## config.mk

```make
export PLATFORM = sky130hd
export DESIGN_NAME = prng_collector
export DESIGN_NICKNAME = d
export VERILOG_FILES = /design/src/rtl/prng_collector.sv
export SDC_FILE = /design/constraint.sdc
export NUM_CORES = 1
export LEC_CHECK = 0
export ABC_AREA = 1
export BUFFER_PORTS_ARGS = -buffer_cell sky130_fd_sc_hd__buf_2
export CAP_MARGIN = 5
export CORE_MARGIN = 10
export CORE_UTILIZATION = 35
export DETAILED_ROUTE_END_ITERATION = 8
export SLEW_MARGIN = 20
export SYNTH_ARGS = -nofsm -noshare
export SYNTH_HDL_FRONTEND = slang
export SYNTH_SLANG_ARGS = --single-unit
```

## constraint.sdc

```tcl
create_clock -name clk -period 3.55 [get_ports clk]
set_clock_uncertainty 0.1 [all_clocks]
set_input_delay 0.71 -clock clk [delete_from_list [all_inputs] [get_ports clk]]
set_output_delay 0.71 -clock clk [all_outputs]
set_load 0.01 [all_outputs]
```

## src/rtl/prng_collector.sv

```systemverilog
// -----------------------------------------------------------------------------
// prng_collector
//
// Receiving end of a bit-serial PRNG stream. Bits arrive one per handshake,
// are packed MSB-first into WORD_W-bit words, and completed words are queued
// in a DEPTH-entry FIFO offered downstream over valid/ready. bit_rdy doubles
// as the generator's step enable, so a full FIFO stalls the generator
// instead of dropping bits.
//
// Optional feature macro: PRNG_COLLECT_CHECK_EN
//   When defined, adds a repeat detector and the sticky `stuck` output, which
//   sets once four consecutive pushed words are identical.
//
// Parameters
//   WORD_W  packed word width, 2..32
//   DEPTH   FIFO depth in words, power of two, 2..16
//
// Ports
//   clk       rising-edge clock
//   rstn      asynchronous active-low reset
//   bit_vld   generator presents a bit
//   bit_in    the bit, taken when bit_vld && bit_rdy
//   bit_rdy   collector can take a bit this cycle (generator step enable)
//   word_vld  FIFO head is valid
//   word      FIFO head word
//   word_rdy  consumer takes the head word when word_vld && word_rdy
//   fill      number of words currently held in the FIFO
//   stuck     sticky repeat flag (PRNG_COLLECT_CHECK_EN only)
// -----------------------------------------------------------------------------
module prng_collector #(
  parameter int WORD_W = 8,
  parameter int DEPTH  = 4
) (
  input  logic                   clk,
  input  logic                   rstn,
  input  logic                   bit_vld,
  input  logic                   bit_in,
  output logic                   bit_rdy,
  output logic                   word_vld,
  output logic [WORD_W-1:0]      word,
  input  logic                   word_rdy,
  output logic [$clog2(DEPTH):0] fill
`ifdef PRNG_COLLECT_CHECK_EN
  ,
  output logic                   stuck
`endif
);

  localparam int AW = $clog2(DEPTH);
  localparam int BW = $clog2(WORD_W);

  localparam logic [BW-1:0] BCNT_LAST = BW'(WORD_W - 1);
  localparam logic [AW:0]   FILL_FULL = (AW + 1)'(DEPTH);

  // ---------------------------------------------------------------------------
  // Packer
  // ---------------------------------------------------------------------------
  // Only the low WORD_W-1 bits of the shift register are kept: the oldest bit
  // of a full-width register would be shifted out on the very accept that
  // completes the word, so it is never observed.
  logic [WORD_W-2:0] sr;
  logic [BW-1:0]     bcnt;
  logic [WORD_W-1:0] next_word;
  logic              bit_acc;
  logic              push;
  logic              pop;

  assign bit_acc   = bit_vld && bit_rdy;
  assign next_word = {sr, bit_in};
  assign push      = bit_acc && (bcnt == BCNT_LAST);
  assign pop       = word_vld && word_rdy;

  // NOTE: state registers use non-blocking assignments so every flop samples
  // the pre-edge values of its neighbours, independent of block ordering.
  always_ff @(posedge clk or negedge rstn) begin
    if (!rstn) begin
      sr   <= '0;
      bcnt <= '0;
    end else if (bit_acc) begin
      sr   <= next_word[WORD_W-2:0];
      bcnt <= push ? '0 : bcnt + 1'b1;
    end
  end

  // ---------------------------------------------------------------------------
  // FIFO
  // ---------------------------------------------------------------------------
  logic [WORD_W-1:0] mem [DEPTH];
  logic [AW-1:0]     wr_ptr;
  logic [AW-1:0]     rd_ptr;
  logic [AW:0]       fill_nxt;

  // NOTE: the storage array has no reset; its contents are only observed
  // while word_vld is high, and leaving it unreset lets it map onto RAM.
  always_ff @(posedge clk) begin
    if (push) begin
      mem[wr_ptr] <= next_word;
    end
  end

  // NOTE: the default is assigned first so every path through the block
  // drives fill_nxt and no latch is inferred.
  always_comb begin
    fill_nxt = fill;
    unique case ({push, pop})
      2'b10:   fill_nxt = fill + 1'b1;
      2'b01:   fill_nxt = fill - 1'b1;
      default: fill_nxt = fill;
    endcase
  end

  // Pointers are exactly log2(DEPTH) bits wide, so they wrap modulo DEPTH
  // on their own.
  always_ff @(posedge clk or negedge rstn) begin
    if (!rstn) begin
      wr_ptr <= '0;
      rd_ptr <= '0;
      fill   <= '0;
    end else begin
      if (push) begin
        wr_ptr <= wr_ptr + 1'b1;
      end
      if (pop) begin
        rd_ptr <= rd_ptr + 1'b1;
      end
      fill <= fill_nxt;
    end
  end

  // Handshake outputs come from the registered fill count only. Because
  // bit_rdy is low whenever the FIFO is full, a push can never overflow.
  assign bit_rdy  = (fill != FILL_FULL);
  assign word_vld = (fill != '0);
  assign word     = mem[rd_ptr];

`ifdef PRNG_COLLECT_CHECK_EN
  // ---------------------------------------------------------------------------
  // Repeat detector
  // ---------------------------------------------------------------------------
  // rep_cnt counts consecutive equal comparisons (saturating at 3). The first
  // word after reset has no predecessor, which have_prev guards.
  logic [WORD_W-1:0] prev_word;
  logic              have_prev;
  logic [1:0]        rep_cnt;

  always_ff @(posedge clk or negedge rstn) begin
    if (!rstn) begin
      prev_word <= '0;
      have_prev <= 1'b0;
      rep_cnt   <= '0;
      stuck     <= 1'b0;
    end else if (push) begin
      prev_word <= next_word;
      have_prev <= 1'b1;
      if (have_prev && (next_word == prev_word)) begin
        if (rep_cnt != 2'd3) begin
          rep_cnt <= rep_cnt + 1'b1;
        end
        // Third equal comparison in a row means four identical words.
        if (rep_cnt == 2'd2) begin
          stuck <= 1'b1;
        end
      end else begin
        rep_cnt <= '0;
      end
    end
  end
`endif

endmodule

```

Yosys cells after proc, flatten, opt, wreduce, memory -nomap -nowiden:

Memories as Yosys holds them, arrays and structs flattened.
Index checks and enable logic that the tools add are counted.

* register bits after elaboration: 17
* memory bits (writable): 32
* bits of input ports: 5
* output and inout bits: 13
* logic and storage cells: 24
* memories kept: 1

* add/subtract/negate cells: 5
* equal/unequal tests: 4
* mux-type cells: 4
* reductions and logical operators: 5

Memory list
* mem: depth 4, bits a word 8, rd ports 1, clocked after Yosys merged registers in 0, write ports 1, RTL line 88 `logic [WORD_W-1:0] mem [DEPTH];`

Operator list (count)
* $add 3x1->3 const B: 2
* $pmux 3 s2: 1
* $add 2x1->2 const B: 2
* $eq 3x3->1 const B: 1
* $logic_and 1x1->1: 3
* $mux 3: 1
* $ne 3x3->1 const B: 1
* $reduce_bool 3->1: 1
* $sub 3x1->3 const B: 1
* $eq 2x1->1 const B: 1
* $eq 2x2->1 const B: 1
* $mux 1: 2
* $reduce_bool 2->1: 1

Longest topological paths before layout:

Gate-level depths: netlist (run 1).

* word-level depth: 5
* mapped depth: 12
* depth with buffers taken out: 12

Worst setup path after synthesis (run 1):

OpenSTA, ideal clock, no wires.

* path kind: reg-to-reg
* start: register bcnt[0]
* end: register fill[2]
* library setup time: 0.117 ns
* arrival time: 1.751 ns
* data required time: 3.333 ns
* path slack: 1.582 ns
* stages on the path, launching flop included: 11
* path buffers: 0
* period minus slack after synthesis: 1.968 ns
* cells stage by stage: dfrtp_1 -> ha_1 -> ha_1 -> nand3_4 -> ha_1 -> inv_1 -> fa_1 -> nand2_1 -> nand3_1 -> nand2_1 -> nand2_1

* longest elaborated chain between the ends: 4
* elaborated cells between the ends (all ways): 6
* those cells by class: eq/ne (3); mux (1); reduce/logical (2)

Ends and longest elaborated chain
* start, declared: RTL line 62 `logic [BW-1:0] bcnt;`
* start signal, assigned: RTL line 81 `bcnt <= push ? '0 : bcnt + 1'b1;`
* $eq 3x3->1 *: RTL line 70 `assign push = bit_acc && (bcnt == BCNT_LAST);`
* $logic_and 1x1->1 *: RTL line 70
* $eq 2x1->1 or $eq 2x2->1 (tied branches): RTL line 105 `unique case ({push, pop})`
* $pmux 3 s2 or $reduce_bool 2->1 (tied branches)
* end signal, assigned: RTL line 126 `fill <= fill_nxt;`
* end, declared: RTL line 42 `output logic [$clog2(DEPTH):0] fill`

Mark *: on every way between the ends. The rest lies on a longest branch, timed or not.
A chain may end at the register's enable or synchronous reset.

Worst setup path in the final report (run 1):

* start: register rd_ptr[0]
* end: output port word[6]

* longest elaborated chain between the ends: 1

Ends and longest elaborated chain
* start, declared: RTL line 90 `logic [AW-1:0] rd_ptr;`
* start signal, assigned: RTL line 124 `rd_ptr <= rd_ptr + 1'b1;`
* $mem_v2 4x8
* end, declared: RTL line 40 `output logic [WORD_W-1:0] word,`

No other way between the ends.

==> flow_metrics.tcl, run 1 <==
set metrics [dict create \
    status "finished, final reports clean" \
    hold_path_class "input port to async pin" \
    p_per_area_nw_per_um2 761.5 \
    core_sq_um 5921 \
    numPortBuffers 17 \
    place_congestion 0.7133 \
    setup_viol 0 \
    syn_area_sq_um 2142 \
    final_core_util 0.3954 \
    hold_viol 0 \
    clk_path_buf_depth 2 \
    arrival_ns 1.70 \
    grt_overflow 0 \
    gr-usage-all-layers 0.08328 \
    post-route-period-util 0.7072 \
    postCtsResizedCells 0 \
    insertedDiodeCount 0 \
    min_period_ns 2.511 \
    tns_ns 0 \
    crit_type "flip-flop to output port" \
    worst_slew_pin_slew_ns 0.7645 \
    startpoint_type "flip-flop" \
    slew_viol_final 0 \
    h-tree-depth 2 \
    cts-root-buf "clkbuf_8" \
    ios 18 \
    clkSinkCount 49 \
    path_clk_slew_ns 0.09 \
    initial_utilization 0.3618 \
    peakVddDrop_v 0.0003219 \
    wire_per_inst_um 13.11 \
    synth_seq_cells 49 \
    grt_max_degree 20 \
    vias 1334 \
    required_ns 2.74 \
    synth_area_per_cell_sq_um 11.16 \
    grt_antenna_before_repair 0 \
    rows 28 \
    cts_hold_buf 0 \
    grt_pass1_vias 1304 \
    timing.fmax_mhz 398.3 \
    n_fill_cell 585 \
    ant_nets 0 \
    relSlewSlack 0.4885 \
    synthDistinctLibCells 20 \
    rsz0062_at_grt "false" \
    insertion_delay_ns 0.30 \
    drt_first_pass_iters 4 \
    cp-end-kind "output port" \
    grt_first_pass_wirelength_um 6582 \
    yosys_warnings 0 \
    cts_tree "built" \
    drive_gt1_frac 0.1374 \
    hold_slack_ns 0.2320 \
    area_growth_pct 9.288 \
    syn-num-nets 205 \
    design_area_sq_um 2341 \
    cts-buffers-inserted 5 \
    hpwl_um 2584 \
    leakage_nw 0.9858 \
    placed_area_sq_um 2257 \
    dr.first_iter.drc_count 84 \
    nets 223 \
    seq_area_frac_synth 0.6472 \
    die_x_um 98.23 \
    routed_wl_um 3750 \
    fp.dieH_um 98.23 \
    viasPerCell 4.664 \
    synth_cells 192 \
    path_max_fanout 19 \
    die_area_sq_um 9649 \
    drc 0 \
    cts_setup_buffers 0 \
    max_cap_violations 0 \
]
[sequential cells by signal (all words and copies together), names as in the netlist]
name    flops
wr_ptr      2
sr          7
fill        3
bcnt        3
rd_ptr      2
mem        32
[final cells by class]
cell class | instances | area [sq um] | share of cell area
Inverter | 17 | 68.82 | 0.02940
Tap cell | 75 | 93.84 | 0.04009
Clock inverter | 1 | 7.507 | 0.003207
Multi-Input combinational cell | 120 | 623.1 | 0.2662
Clock buffer | 7 | 76.32 | 0.03260
Sequential cell | 49 | 1386 | 0.5922
Timing Repair Buffer | 17 | 85.08 | 0.03634
[synth_stat cells]
master    count  area [sq um]
buf_6         5         56.30
inv_6         1         8.760
nand3_1      10         50.05
dfrtp_1      17         425.4
buf_4         1         7.510
ha_1          7         87.58
nand2_4       1         11.26
fa_1          1         20.02
o21ai_1      16         80.08
nand3_4       1         17.52
nand4_1       6         37.54
inv_1        15         56.30
nor2_4        1         11.26
nor2_1       28         105.1
xnor2_1       1         8.760
nand2_1      38         142.6
edfxtp_1     32         960.9
inv_2         1         3.750
nand2_2       1         6.260
o21ai_0       9         45.04
[logic make-up (layout without fill, tap and decap cells)]
logic type	after synthesis	after routing	synth area share
buffers and inverters	23	42	0.06191
adder cells (fa/ha/maj)	8	8	0.05023
flip-flops	49	49	0.6472
AND/OR/NAND/NOR	86	86	0.1782
XOR/XNOR	1	1	0.004090
AO/OA/AOI/OAI	25	25	0.05841
[path summary, 6_finish.rpt]
| path | slack [ns] | from | to | cells after the start |
|---|---|---|---|---|
| setup / recovery | 1.04 | rd_ptr[0]$_DFFE_PN0P_ | word[6] | 4 |
| hold / removal | 0.23 | rstn | fill[1]$_DFFE_PN0P_ | 1 |
| setup reg to reg | 1.44 | bcnt[0]$_DFFE_PN0P_ | fill[2]$_DFFE_PN0P_ | 10 |
| hold reg to reg | 0.39 | bcnt[1]$_DFFE_PN0P_ | bcnt[1]$_DFFE_PN0P_ | 2 |
| max in group asynchronous | 2.82 | rstn | sr[3]$_DFFE_PN0P_ | 1 |
| min in group clk | 0.39 | bcnt[1]$_DFFE_PN0P_ | bcnt[1]$_DFFE_PN0P_ | 2 |
[critical path, stage by stage, from the launching register on]
cell     delay, ns
dfrtp_1       0.81
inv_6         0.16
o21ai_1       0.20
o21ai_1       0.09
buf_2         0.14
[where the power goes]
group          switching (mW)  internal [mW]
Clock                   0.170          0.139
Combinational           0.361          0.230
Sequential              0.143          0.739
[layer usage]
metal,share of wire,GRT usage,up-vias,wire length [um]
met5,0,0,-,0
met3,0.041,0.02396,2,152
met4,0.0080,0.03308,0,30
met2,0.48,0.1391,20,1808
li1,-,-,679,-
met1,0.47,0.09837,633,1758
[metrics by stage]
step | worst slack [ns] | power, mW | std cells
global route | 0.8333 | 1.947 | 286
global placement | 1.319 | 1.483 | 278
detailed placement | 1.303 | 1.500 | 278
CTS | 1.014 | 1.813 | 286
finish | 1.039 | 1.783 | 286
floorplan | 1.582 | 1.335 | 192
[layout by cell type (no fill, tap or decap), types with 2 or more instances in the layout]
master / Yosys / final
nand4_1: 6 / 6
buf_2: 0 / 17
edfxtp_1: 32 / 32
nand3_1: 10 / 10
dfrtp_1: 17 / 17
nand2_1: 38 / 38
inv_1: 15 / 15
o21ai_0: 9 / 9
nor2_1: 28 / 28
o21ai_1: 16 / 16
ha_1: 7 / 7
clkbuf_8: 0 / 5
clkbuf_1: 0 / 2
Note: power is estimated with default switching activity, not from simulation.
==> run 2, diff against run 1 <==
clock period = 2.3 ns   (was 3.55 ns; I/O delays follow)
==> flow_metrics.tcl, run 2 (same netlist as run 1, synthesis figures left out) <==
set metrics [dict create \
    startpoint_type "flip-flop" \
    crit_path_top_delay_cell "dfrtp_1" \
    cts_setup_buffers 0 \
    ant_nets 0 \
    multi_input_area_sq_um 623.1 \
    cts-buffers-inserted 5 \
    rsz0062_at_grt "false" \
    timing.fmax_mhz 478.4 \
    worst_slew_pin_slew_ns 0.4089 \
    arrival_ns 2.18 \
    ios 18 \
    regMostFlops "mem" \
    leakage_nw 1.039 \
    cp-end-kind "flip-flop" \
    drt_first_pass_iters 5 \
    final_common_cell "nand2_1" \
    grt_first_pass_wirelength_um 6251 \
    setup_viol 0 \
    path_max_fanout 7 \
    min_period_ns 2.090 \
    initial_utilization 0.3618 \
    crit_type "flip-flop to flip-flop" \
    p_seq_frac 0.463 \
    max_cap_violations 0 \
    path_clk_slew_ns 0.09 \
    drive_gt1_frac 0.1735 \
    final-seq-area_sq_um 1388 \
    pre_cts_ws_ns 0.2271 \
    grt_pass1_vias 1271 \
    h-tree-depth 2 \
    fp.dieH_um 98.23 \
    wire_per_inst_um 12.57 \
    insertion_delay_ns 0.29 \
    tns_ns 0 \
    viasPerCell 4.565 \
    place_congestion 0.7208 \
    nets 231 \
    vias 1342 \
    core_sq_um 5921 \
    cts_tree "built" \
    clkSinkCount 49 \
    final_cell_mix "nand2_1 (38), edfxtp_1 (32), nor2_1 (28), buf_2 (17)" \
    drc 0 \
    grt_antenna_before_repair 0 \
    cts-root-buf "clkbuf_8" \
    p_sw_frac 0.3631 \
    die_x_um 98.23 \
    gr-usage-all-layers 0.07991 \
    peakVddDrop_v 0.0004260 \
    n_fill_cell 567 \
    dr.first_iter.drc_count 61 \
    p_per_area_nw_per_um2 1191 \
    grt_max_degree 19 \
    crit_buf_inv 1 \
    numPortBuffers 17 \
    rows 28 \
    die_area_sq_um 9649 \
    slew_viol_final 0 \
    path_cells "ha_1, ha_1, nand3_4, ha_1, inv_1, fa_1, nand2_1, nand3_1, nand2_1, nand2_1" \
    hold_viol 0 \
    required_ns 2.39 \
    reg_top3 "mem: 32 flops, sr: 7 flops" \
    area_growth_pct 13.49 \
    p_int_mw 1.844 \
    p_comb_frac 0.332 \
    routed_wl_um 3697 \
    relSlewSlack 0.7274 \
    final_core_util 0.4106 \
    switchingPower_mw 1.051 \
    clkPwrFrac 0.206 \
    cpLargestDelayFamily "adder cells" \
    hold_path_class "input port to flip-flop" \
    post-route-period-util 0.9087 \
    largest_reg_flops 32 \
    grt_overflow 0 \
    cpPeakStageDelay_ns 0.41 \
    status "finished, final reports clean" \
    insertedDiodeCount 0 \
    hpwl_um 2514 \
    clk_path_buf_depth 2 \
    setup_ws_ns 0.2099 \
]
[run 2: per-layer routing]
metal | vias up | global-route usage | share of wire
met2 | 18 | 0.1299 | 0.47
met5 | - | 0 | 0
li1 | 697 | - | -
met1 | 623 | 0.09448 | 0.47
met3 | 4 | 0.02607 | 0.040
met4 | 0 | 0.03418 | 0.016
[run 2: final timing paths]
| path | start | endpoint | slack, ns | depth (start not counted) |
|---|---|---|---|---|
| max | bcnt[0]$_DFFE_PN0P_ | fill[2]$_DFFE_PN0P_ | 0.21 | 10 |
| max reg2reg | bcnt[0]$_DFFE_PN0P_ | fill[2]$_DFFE_PN0P_ | 0.21 | 10 |
| min | bit_in | mem[2][0]$_DFFE_PP_ | 0.32 | 1 |
| min reg2reg | bcnt[1]$_DFFE_PN0P_ | bcnt[1]$_DFFE_PN0P_ | 0.40 | 2 |
| min in group asynchronous | rstn | bcnt[0]$_DFFE_PN0P_ | 0.52 | 2 |
| max in group asynchronous | rstn | rd_ptr[0]$_DFFE_PN0P_ | 1.27 | 2 |
[run 2: power groups by stage]
stage	clock, mW	sequential (mW)	combinational (mW)
2_1_floorplan	0	1.29	0.768
3_5_place_dp	0	1.36	0.989
3_3_place_gp	0	1.35	0.971
5_1_grt	0.654	1.37	1.12
4_1_cts	0.605	1.34	0.992
6_report	0.595	1.34	0.960
[run 2: per-stage QoR]
step	instances	area (sq um)	hold slack, ns	power (mW)
6_report	294	2431	0.3209	2.895
5_1_grt	294	2431	0.3184	3.146
4_1_cts	294	2430	0.3081	2.935
3_5_place_dp	285	2310	0.3165	2.347
3_3_place_gp	285	2310	0.3147	2.322
2_1_floorplan	192	2142	0.06441	2.060
[run 2: timing repair]
item	in CTS	in global routing
gates resized for setup	0	1
hold buffers	1	0
hold endpoints to repair	17	0
setup endpoints to repair	0	3
[run 2: cell type report]
cell class	instances	area share
flip-flops and latches	49	0.5708
multi-input cells	120	0.2563
repair buffers	25	0.06073
well taps	75	0.03860
clock buffers	5	0.02831
inverters	17	0.02831
clock inverters	3	0.01698
